`config.mk`:
```
export PLATFORM = sky130hd
export DESIGN_NAME = anomaly_filter_stream
export DESIGN_NICKNAME = d
export VERILOG_FILES = /design/src/rtl/anomaly_filter_stream.sv
export SDC_FILE = /design/constraint.sdc
export NUM_CORES = 1
export LEC_CHECK = 0
export CORE_ASPECT_RATIO = 1.2
export CORE_UTILIZATION = 55
export DETAILED_ROUTE_END_ITERATION = 8
export GPL_TIMING_DRIVEN = 0
export HOLD_SLACK_MARGIN = 0.12
export MAX_ROUTING_LAYER = met4
export PLACE_DENSITY = 0.83
export REMOVE_ABC_BUFFERS = 1
export SYNTH_ARGS = -nofsm -noshare
export SYNTH_HDL_FRONTEND = slang
export SYNTH_SLANG_ARGS = --single-unit
```
`constraint.sdc`:
```
create_clock -name clk -period 2.8 [get_ports clk]
set_clock_uncertainty 0.2 [all_clocks]
set_input_delay 0.42 -clock clk [delete_from_list [all_inputs] [get_ports clk]]
set_output_delay 0.42 -clock clk [all_outputs]
set_load 0.005 [all_outputs]
```
`src/rtl/anomaly_filter_stream.sv`:
```
// anomaly_filter_stream
// Streaming pixel-pair anomaly filter with valid/ready flow control.
// Each accepted (orig, anom) pair is compared with a tolerance window. On a
// match the pixel is replaced by either BG_VALUE (mode 0) or the last clean
// pixel of the current line (mode 1). Otherwise the anomaly-map pixel passes.
// Frame/line markers travel with their pixel through a 2-stage pipeline.
//
// Ports:
//   clk, rst              clock (rising edge), async active-high reset
//   mode                  0 = replace with BG_VALUE, 1 = replace with last clean pixel
//   s_valid/s_ready       input handshake
//   s_orig, s_anom        original and anomaly-map pixel
//   s_sof, s_eol          first pixel of frame, last pixel of line
//   m_valid/m_ready       output handshake
//   m_pixel               filtered pixel
//   m_sof, m_eol          markers aligned with m_pixel
//   m_replaced            m_pixel is a replacement value
//   anomaly_count, frame_done   only when ANOMALY_COUNT_EN is defined
//
// Optional feature: define ANOMALY_COUNT_EN to add a per-frame saturating
// count of replaced pixels and a frame_done pulse.

module anomaly_filter_stream #(
    parameter int                PIX_W    = 8,
    parameter int                TOL      = 0,
    parameter logic [PIX_W-1:0]  BG_VALUE = '0,
    parameter int                CNT_W    = 20
) (
    input  logic             clk,
    input  logic             rst,
    input  logic             mode,
    input  logic             s_valid,
    output logic             s_ready,
    input  logic [PIX_W-1:0] s_orig,
    input  logic [PIX_W-1:0] s_anom,
    input  logic             s_sof,
    input  logic             s_eol,
    output logic             m_valid,
    input  logic             m_ready,
    output logic [PIX_W-1:0] m_pixel,
    output logic             m_sof,
    output logic             m_eol,
    output logic             m_replaced
`ifdef ANOMALY_COUNT_EN
    ,
    output logic [CNT_W-1:0] anomaly_count,
    output logic             frame_done
`endif
);

    localparam logic [PIX_W:0] TOL_V = (PIX_W+1)'(TOL);

    logic             adv;
    logic [PIX_W:0]   ext_orig;
    logic [PIX_W:0]   ext_anom;
    logic [PIX_W:0]   abs_diff;
    logic             in_match;

    logic             s1_valid;
    logic [PIX_W-1:0] s1_anom;
    logic             s1_sof;
    logic             s1_eol;
    logic             s1_mode;
    logic             s1_match;

    logic [PIX_W-1:0] last_clean;

    // Both stages move together whenever the output register is free or drained.
    assign adv     = !m_valid || m_ready;
    assign s_ready = adv;

    // Difference taken one bit wider than the pixel so underflow cannot wrap.
    always_comb begin
        ext_orig = {1'b0, s_orig};
        ext_anom = {1'b0, s_anom};
        abs_diff = (ext_orig >= ext_anom) ? (ext_orig - ext_anom) : (ext_anom - ext_orig);
        in_match = (abs_diff <= TOL_V);
    end

    always_ff @(posedge clk or posedge rst) begin
        if (rst) begin
            s1_valid <= 1'b0;
            s1_anom  <= '0;
            s1_sof   <= 1'b0;
            s1_eol   <= 1'b0;
            s1_mode  <= 1'b0;
            s1_match <= 1'b0;
        end else if (adv) begin
            s1_valid <= s_valid;
            if (s_valid) begin
                s1_anom  <= s_anom;
                s1_sof   <= s_sof;
                s1_eol   <= s_eol;
                s1_mode  <= mode;
                s1_match <= in_match;
            end
        end
    end

    // last_clean is advanced as each pixel is committed into the output
    // register. Pixels leave in order, so this is equivalent to updating on
    // departure while letting the very next pixel already see the new value.
    always_ff @(posedge clk or posedge rst) begin
        if (rst) begin
            m_valid    <= 1'b0;
            m_pixel    <= '0;
            m_sof      <= 1'b0;
            m_eol      <= 1'b0;
            m_replaced <= 1'b0;
            last_clean <= BG_VALUE;
        end else if (adv) begin
            m_valid <= s1_valid;
            if (s1_valid) begin
                m_sof      <= s1_sof;
                m_eol      <= s1_eol;
                m_replaced <= s1_match;
                if (s1_match) begin
                    m_pixel <= s1_mode ? last_clean : BG_VALUE;
                end else begin
                    m_pixel <= s1_anom;
                end
                // Line/frame boundaries win over a clean-pixel update.
                if (s1_sof || s1_eol) begin
                    last_clean <= BG_VALUE;
                end else if (!s1_match) begin
                    last_clean <= s1_anom;
                end
            end
        end
    end

`ifdef ANOMALY_COUNT_EN
    logic             load_out;
    logic [CNT_W-1:0] run_count;
    logic [CNT_W-1:0] frame_total;
    logic             seen_frame;

    assign load_out = adv && s1_valid;

    // During the frame_done cycle the finished frame's total is shown; the
    // running count has already restarted with the new sof pixel.
    assign anomaly_count = frame_done ? frame_total : run_count;

    always_ff @(posedge clk or posedge rst) begin
        if (rst) begin
            run_count   <= '0;
            frame_total <= '0;
            seen_frame  <= 1'b0;
            frame_done  <= 1'b0;
        end else begin
            frame_done <= 1'b0;
            if (load_out) begin
                if (s1_sof) begin
                    frame_done  <= seen_frame;
                    frame_total <= run_count;
                    run_count   <= CNT_W'(s1_match);
                    seen_frame  <= 1'b1;
                end else if (s1_match && (run_count != '1)) begin
                    run_count <= run_count + 1'b1;
                end
            end
        end
    end
`endif

endmodule

```
==> Word-level counts from Yosys, hierarchy flattened <==
Index checks and enable logic that the tools add are counted.
{ "classes": {"n_div": 0, "muxes": 5, "n_reduce_logical": 6, "mul": 0, "shift": 0, "n_lt_le_gt_ge": 2, "eq_ne": 1, "bitwise": 0, "addsub": 2} }
{ "op_table": {"columns": ["cell", "count"], "rows": [
  ["2-to-1 mux 8 bit", 4],
  ["subtractor 8 x 8 -> 9 bit", 2],
  ["<= comparator 9 x 1 -> 1 bit, second input constant", 1],
  ["2-to-1 mux 9 bit", 1],
  [">= comparator 8 bit", 1],
  ["AND reduction 2 bit", 2],
  ["AND reduction 3 bit", 1],
  ["logical OR 1 bit", 2],
  ["!= test 2 x 1 -> 1 bit, second input constant", 1],
  ["logical NOT 1 bit", 1]
]} }
{ "totals": {"regBits": 33, "wordCells": 28, "inputBits": 23, "output_inout_bits": 13, "mem_bits_ro": 0, "latch_bits": 0, "mem_bits_rw": 0, "memories": 0} }

==> Logic depth before layout (Yosys ltp) <==
Gate-level depths: netlist of run 1.
{ "depth": {"depth_word": 3, "mapped_depth": 10, "depth_no_buf": 9} }

==> Worst setup path after synthesis of run 1 <==
No wires, ideal clock.
{ "synth_timing": {"path_type": "input to register", "start": "in s_orig[6]", "end": "reg s1_match", "setup_ps": 76, "setup_slack_ps": 494, "stages": 9, "t_required_ps": 2524, "n_path_buf": 1, "arrival_ps": 2029, "cell_sequence": "inv_1 -> ha_1 -> buf_6 -> a21o_1 -> a21oi_1 -> or4b_1 -> a2111oi_2 -> nand3_1 -> o21ai_1"} }
{ "synth_via": {"elab_chain_cells": 3, "word_cells_on_any_way": 5, "cone_classes": "2 x add/sub; 2 x order compare; 1 x mux"} }
{ "synth_lines": {"columns": ["element", "line", "source"], "rows": [
  ["from (decl)", "34", "input logic [PIX_W-1:0] s_orig,"],
  ["subtractor 8 x 8 -> 9 bit / >= comparator 8 bit (equally long branches)", "76", "abs_diff = (ext_orig >= ext_anom) ? (ext_orig - ext_anom) : (ext_anom - ext_orig);"],
  ["2-to-1 mux 9 bit *", "76", null],
  ["<= comparator 9 x 1 -> 1 bit *", "77", "in_match = (abs_diff <= TOL_V);"],
  ["to (signal assigned)", "95", "s1_match <= in_match;"],
  ["to (decl)", "64", "logic s1_match;"]
]} }
Every way passes the cells marked *; elsewhere a longest branch is shown, timed or not.
A chain may end at the register's enable or synchronous reset.

==> Worst setup path after layout of run 1 <==
Same ends and word-level chain as after synthesis.

==> metrics.md, run 1 <==
| Metric | Value |
|---|---|
| Vias/cell | 5.482 |
| Reg2Reg Capture Point | s1_match$_DFFE_PP0P_ |
| P_sw | 385.1 uW |
| CTS H-Tree Depth | 2 |
| Met3 wire length | 67 um |
| Die Ht | 66.99 um |
| Critical path's largest stage delay | 0.48 ns |
| Critical path class | primary input to flip-flop |
| Nets | 281 |
| Antenna violations before repair | 0 |
| Worst R2R Setup Slack | 0.44 ns |
| Total Power | 1361 uW |
| First-pass GRT wire length | 6078 um |
| Area leader, netlist | dfrtp_1 |
| Synth Cell Area | 1936 sq um |
| Synth warn | 0 |
| Top-area cell type share of the netlist area | a little over two fifths |
| Synth Flop Type | dfrtp_1 |
| Clock Path Buffers | 2 |
| Grt ovf | 0 |
| ANT nets after route | 0 |
| DP HPWL | 2619 um |
| Final instance area | 2419 sq um |
| Avg Synthesized Cell Area | about 9.3 sq um |
| Slew Viols, Final | 0 |
| Asr flop ratio synth | 100.0% |
| Placed instance count | 271 |
| Total number of vias | 1535 |
| DR WL/cell | 12.59 um |
| Post-Route M1 WL | between 1500 and 2000 um |
| PwrDens | 562.6 nW/um^2 |
| CTS buffer count | 5 |
| Regs by FF count | last_clean x8, m_pixel x8, s1_anom x8 |
| Fmax | roughly 370 MHz |
| Cells after synthesis | 208 |
| Run status | completed |
| Met2 wire length | 1764 um |
| Residual DRC | 0 |
| R2R depth | 6 |
| Pleak | approximately 0.0011 uW |
| Hold buffers post-CTS | 0 |
| I/O Buffers | 35 |
| Sequential fraction of design power | between 40% and 50% |
| Worst skew pair latency | 0.28 ns |
| Arrival time at the worst endpoint | 2.71 ns |
| Num rows | 23 |
| Pint | between 900 and 1000 uW |
| Critical path launch point type | primary input |
| Sequential area share after synthesis | 42.66% |
| Setup_tns | 0 ns |
| Sw Ratio | 28.30% |
| # diodes | 0 |
| Synthesized flop and latch total | 33 |
| FF-to-FF Start | m_valid$_DFFE_PP0N_ |
| TritonCTS Sinks | 33 |
| Crit Path Max Fanout | 10 |
| Layout area overhead | 24.95% |
| Core Region | 3338 sq um |
| Post-synth EDFFs | 0 |
| Top layer in use | met4 |
| Post-Layout Cell Count | 280 |
| RSZ-0062 raised after global routing | false |
| Slowest-stage cell, CP | clkdlybuf4s50_1 |
| Final hold violations | 0 |
| Clock transition at path regs | approximately 0.060 ns |
| Critical Path End Type | flip-flop |
| Actual slew at the worst max-slew pin | 0.7497 ns |
| Slew margin rel. | 49.60% |
| Layout cells sized above 1 | between 7 and 8% |
| Pre-antenna DRT Iters | 4 |
| Initial Utilization | between 50% and 60% |
| Die W | between 50 and 60 um |
| Vias in the first global route | 1351 |
| CP required | 2.80 ns |
| Max-cap violations | 0 |
| Iter 0 DRT Violations | 34 |
| Io pins | 36 |
| Clk pwr share | around 24% |
| Routed WL | 3524 um |
| CTS Root Cell | clkbuf_8 |
| CP Cell Sequence | clkdlybuf4s50_1, inv_1, ha_1, a21o_1, a21oi_1, or4b_1, a2111oi_2, nand3_1, o21ai_1 |
| Largest net degree at the start of global routing | 34 |
| Full die area | about 3800 sq um |
| Comb power frac | 29.9% |
| Minimum clock period | 2.708 ns |
| GRT Overall Usage | 21.68% |
| RD Place Congestion | 0.8490 |
| CTS tree | done |
| HP Class | primary input to asynchronous set/reset pin |
| Maximum vdd ir drop | 0.5426 mV |
| Distinct cells, synth | 37 |
| Final Cycle Share | 96.70% |
| Setup-failing EPs final | 0 |
| Post-DP Area | 2288 sq um |
| Synth top area cells | dfrtp_1 (43%), ha_1 (10%), o21ai_0 (4.9%) |
==> routing by layer <==
layer  GRT usage (%)  vias to the layer above
met5               -                        -
met4           10.98                        0
met3           3.689                        5
met2           36.01                       23
met1           25.56                      720
li1                -                      787
==> kinds of logic after synthesis <==
| group | count (synthesis) | share of synthesized area (%) |
|---|---|---|
| xor+xnor | 5 | 2.262 |
| flops | 33 | 42.66 |
| compound gates | 60 | 19.39 |
| mux | 9 | 5.042 |
| simple gates | 56 | 14.16 |
| buf+inv | 29 | 6.140 |
| fa+ha+maj | 16 | 10.34 |
==> final cells by class <==
class | count | area, sq um
multi-input cells | 146 | 1013
fillers | 273 | 919.6
flip-flops and latches | 33 | 825.8
repair buffers | 36 | 377.9
clock buffers | 8 | 80.08
inverters | 20 | 75.07
well taps | 37 | 46.29
==> synthesized netlist by cell type (4+ instances only) <==
| library cell | number |
|---|---|
| nor2b_1 | 11 |
| a22o_1 | 8 |
| nor2_1 | 6 |
| inv_1 | 20 |
| xor2_1 | 5 |
| o21ai_0 | 19 |
| mux2_2 | 6 |
| a21oi_1 | 18 |
| dfrtp_1 | 33 |
| nand2_1 | 24 |
| clkbuf_1 | 4 |
| ha_1 | 16 |
==> critical path, delay by kind of cell <==
kind                       cells  cell delay (ns)
and+or+nand+nor                2             0.57
AOI/OAI and AO/OA              4             0.76
adders and majority gates      1             0.43
buffers and inverters          2             0.53
==> power groups by stage <==
stage          logic, uW  clock network (uW)  registers [uW]
2_1_floorplan        219                   0             628
3_3_place_gp         389                   0             628
3_5_place_dp         396                   0             633
4_1_cts              398                 337             624
5_1_grt              452                 361             638
6_report             407                 329             625
==> cell usage in the layout (no fill, tap or decap), types with 2 or more instances in the layout <==
cell	n
clkdlybuf4s50_1	35
dfrtp_1	33
nand2_1	24
inv_1	20
o21ai_0	19
a21oi_1	18
ha_1	16
nor2b_1	11
a22o_1	8
mux2_2	6
nor2_1	6
xor2_1	5
clkbuf_8	5
nand2b_1	3
nor3_1	3
mux2i_1	3
nand3_1	3
clkbuf_1	3
a21o_1	2
o21ai_1	2
a31oi_1	2
==> per-stage QoR <==
stage	util [%]	hold WS [ns]	setup slack (ns)
2_1_floorplan	-	0.2365	0.4851
3_3_place_gp	68.55	0.2545	-0.2340
3_5_place_dp	68.55	0.2652	-0.2758
4_1_cts	70.95	0.2812	0.02223
5_1_grt	72.45	0.2530	0.005872
6_report	72.45	0.2290	0.09238
==> worst max-delay path by stage <==
stage	end	depth (start not counted)	slack [ns]	from
after CTS	last_clean[1]$_DFFE_PP0P_	5	0.02	m_ready
final	s1_match$_DFFE_PP0P_	9	0.09	s_orig[6]
after global routing	s1_match$_DFFE_PP0P_	9	0.006	s_orig[6]
after floorplan	s1_match$_DFFE_PP0P_	8	0.49	s_orig[6]
after global placement	s1_match$_DFFE_PP0P_	10	-0.23	s_orig[1]
after detailed placement	last_clean[1]$_DFFE_PP0P_	5	-0.28	m_ready
==> timing repair <==
action / CTS / global route
buffers inserted: 0 / 0
resized for setup: 0 / 4
endpoints found under the setup margin: 0 / 9
hold endpoints to repair: 0 / 0
Note: power is estimated with default switching activity, not from simulation.
==> inputs of run 2 (changes only) <==
Settings changed: SLEW_MARGIN set to 20.
==> metrics.md, run 2 (same netlist as run 1, synthesis figures left out) <==
| Metric | Value |
|---|---|
| Run status | completed |
| Regs by FF count | last_clean x8, m_pixel x8, s1_anom x8 |
| Pleak | 0.001127 uW |
| Antenna violations before repair | 0 |
| Final Hold Slack | between 0.2 and 0.3 ns |
| Total Power | 1362 uW |
| CTS Root Cell | clkbuf_8 |
| First-pass GRT wire length | 6285 um |
| Core Region | 3338 sq um |
| Fillers | 273 |
| Nets | 280 |
| TritonCTS Sinks | 33 |
| Clock transition at path regs | 0.06 ns |
| Hold buffers post-CTS | 0 |
| Critical path launch point type | primary input |
| Slew margin rel. | between 40% and 50% |
| Cell family with most CP delay | compound AO/OA/AOI/OAI gates |
| Clock Path Buffers | 2 |
| Layout cells sized above 1 | between 8 and 9% |
| Maximum vdd ir drop | 0.4837 mV |
| DP HPWL | 2700 um |
| Largest net degree at the start of global routing | 34 |
| I/O Buffers | 35 |
| Max-cap violations | 0 |
| PwrDens | roughly 570 nW/um^2 |
| GRT Overall Usage | between 20% and 30% |
| Setup-failing EPs final | 0 |
| Slew Viols, Final | 0 |
| Final worst slack | 0.09638 ns |
| Fmax | 369.9 MHz |
| CTS tree | done |
| Slowest-stage cell, CP | clkdlybuf4s50_1 |
| ANT nets after route | 0 |
| Vias in the first global route | 1438 |
| Final hold violations | 0 |
| Clk pwr share | 24.5% |
| CP required | 2.81 ns |
| Final Cycle Share | 96.56% |
| Hold EP | m_valid$_DFFE_PP0N_ |
| CTS buffer count | 5 |
| P_sw | 390.4 uW |
| Comb power frac | 29.6% |
| Full die area | approximately 3800 sq um |
| Commonest non-fill, non-tap cell in the layout | clkdlybuf4s50_1 |
| Hold depth | 2 |
| Min-delay src | s1_valid$_DFFE_PP0N_ |
| Core Util, Final | 71.44% |
| Minimum clock period | 2.704 ns |
| Critical path class | primary input to flip-flop |
| Reg2Reg Capture Point | s1_match$_DFFE_PP0P_ |
| CP Cell Sequence | clkdlybuf4s50_1, inv_1, ha_1, nor2b_1, o211ai_2, a31oi_2, xor2_1, a2111oi_1, a32oi_1, o21ai_1 |
| HP Class | flip-flop to flip-flop |
| Routed WL | 3716 um |
| Critical path's largest stage delay | 0.49 ns |
| Worst skew pair latency | 0.28 ns |
| Io pins | 36 |
| Arrival time at the worst endpoint | about 2.7 ns |
| Vias/cell | approximately 5.5 |
| Layout area overhead | 23.21% |
| Crit Path Max Fanout | 3 |
| DR WL/cell | around 13 um |
| RD Place Congestion | between 0.8 and 0.9 |
| Buffer and inverter count on the worst path | 2 |
| Pre-CTS WS | -0.2165 ns |
| CTS H-Tree Depth | 2 |
| Worst R2R Setup Slack | 0.42 ns |
| Initial Utilization | 57.98% |
| Pre-antenna DRT Iters | 4 |
| Die W | ~56 um |
| Grt ovf | 0 |
| Total number of vias | between 1500 and 2000 |
| Sequential fraction of design power | 45.9% |
| # diodes | 0 |
| Actual slew at the worst max-slew pin | 0.7462 ns |
| R2R depth | 6 |
| FF-to-FF Start | m_valid$_DFFE_PP0N_ |
| Pint | 971.2 uW |
| WP depth | 10 |
| Residual DRC | 0 |
| Iter 0 DRT Violations | 36 |
| Die Ht | 66.99 um |
| Num rows | 23 |
| Critical Path End Type | flip-flop |
| Sw Ratio | 28.67% |
| Post-CTS Setup Inserts | 0 |
| Most frequent cells in the layout | clkdlybuf4s50_1 (35), dfrtp_1 (33), nand2_1 (24) |
==> run 2: cell types whose count changed in the layout (fill, tap and decap cells not counted), sizes merged <==
cell / before / now
buf: 1 / 0
==> run 2: through the flow <==
stage / area [sq um] / std cells / TNS (ns)
finish: 2385 / 279 / 0
global route: 2385 / 279 / -0.04051
CTS: 2375 / 279 / 0
detailed placement: 2295 / 271 / -0.2165
global placement: 2288 / 271 / -2.024
floorplan: 1892 / 199 / 0
==> run 2: how the worst max path moves through the flow <==
| stage | start | to | slack (ns) |
|---|---|---|---|
| floorplan | s_orig[6] | s1_match$_DFFE_PP0P_ | 0.49 |
| global placement | s_orig[1] | s1_match$_DFFE_PP0P_ | -0.23 |
| detailed placement | s_orig[1] | s1_match$_DFFE_PP0P_ | -0.22 |
| CTS | s_orig[1] | s1_match$_DFFE_PP0P_ | 0.07 |
| finish | s_orig[1] | s1_match$_DFFE_PP0P_ | 0.1 |
| global route | s_orig[1] | s1_match$_DFFE_PP0P_ | -0.04 |
==> run 2: routing by layer <==
layer | up-vias | global-route usage, % | share of wire [%]
met2 | 28 | 38.84 | 51
met4 | 0 | 6.402 | 1.1
met3 | 6 | 4.660 | 3.1
li1 | 774 | - | -
met5 | - | - | 0
met1 | 728 | 25.31 | 45
==> run 2: worst reg2reg max path: stages (launching register included) <==
cell and delay [ns]:
dfrtp_1 0.37, nand2b_1 0.15, nand2_1 0.44, or4b_1 0.68, a2111oi_2 0.24, nand3_1 0.11, o21ai_1 0.12
==> run 2: cell type report <==
cell class              count  area (sq um)  area share, %
clock buffers               8         80.08          3.358
inverters                  20         75.07          3.148
multi-input cells         146          1007          42.24
repair buffers             35         350.3          14.69
well taps                  37         46.29          1.941
flip-flops and latches     33         825.8          34.63
==> run 2: power groups by stage <==
stage | logic [uW] | registers (uW) | clock network, uW
6_report | 403 | 625 | 333
2_1_floorplan | 219 | 628 | 0
4_1_cts | 401 | 626 | 342
5_1_grt | 446 | 638 | 367
3_5_place_dp | 399 | 634 | 0
3_3_place_gp | 389 | 628 | 0
==> run 2: what timing repair did <==
| item | CTS | global route |
|---|---|---|
| setup endpoints to repair | 0 | 1 |
| hold endpoints to repair | 0 | 0 |
| gates resized for setup | 0 | 3 |
==> inputs of run 3 (changes only) <==
Settings changed: SKIP_LAST_GASP set to 1.
==> results of run 3 <==
Final layout, timing and power as in run 2 (identical DEF).
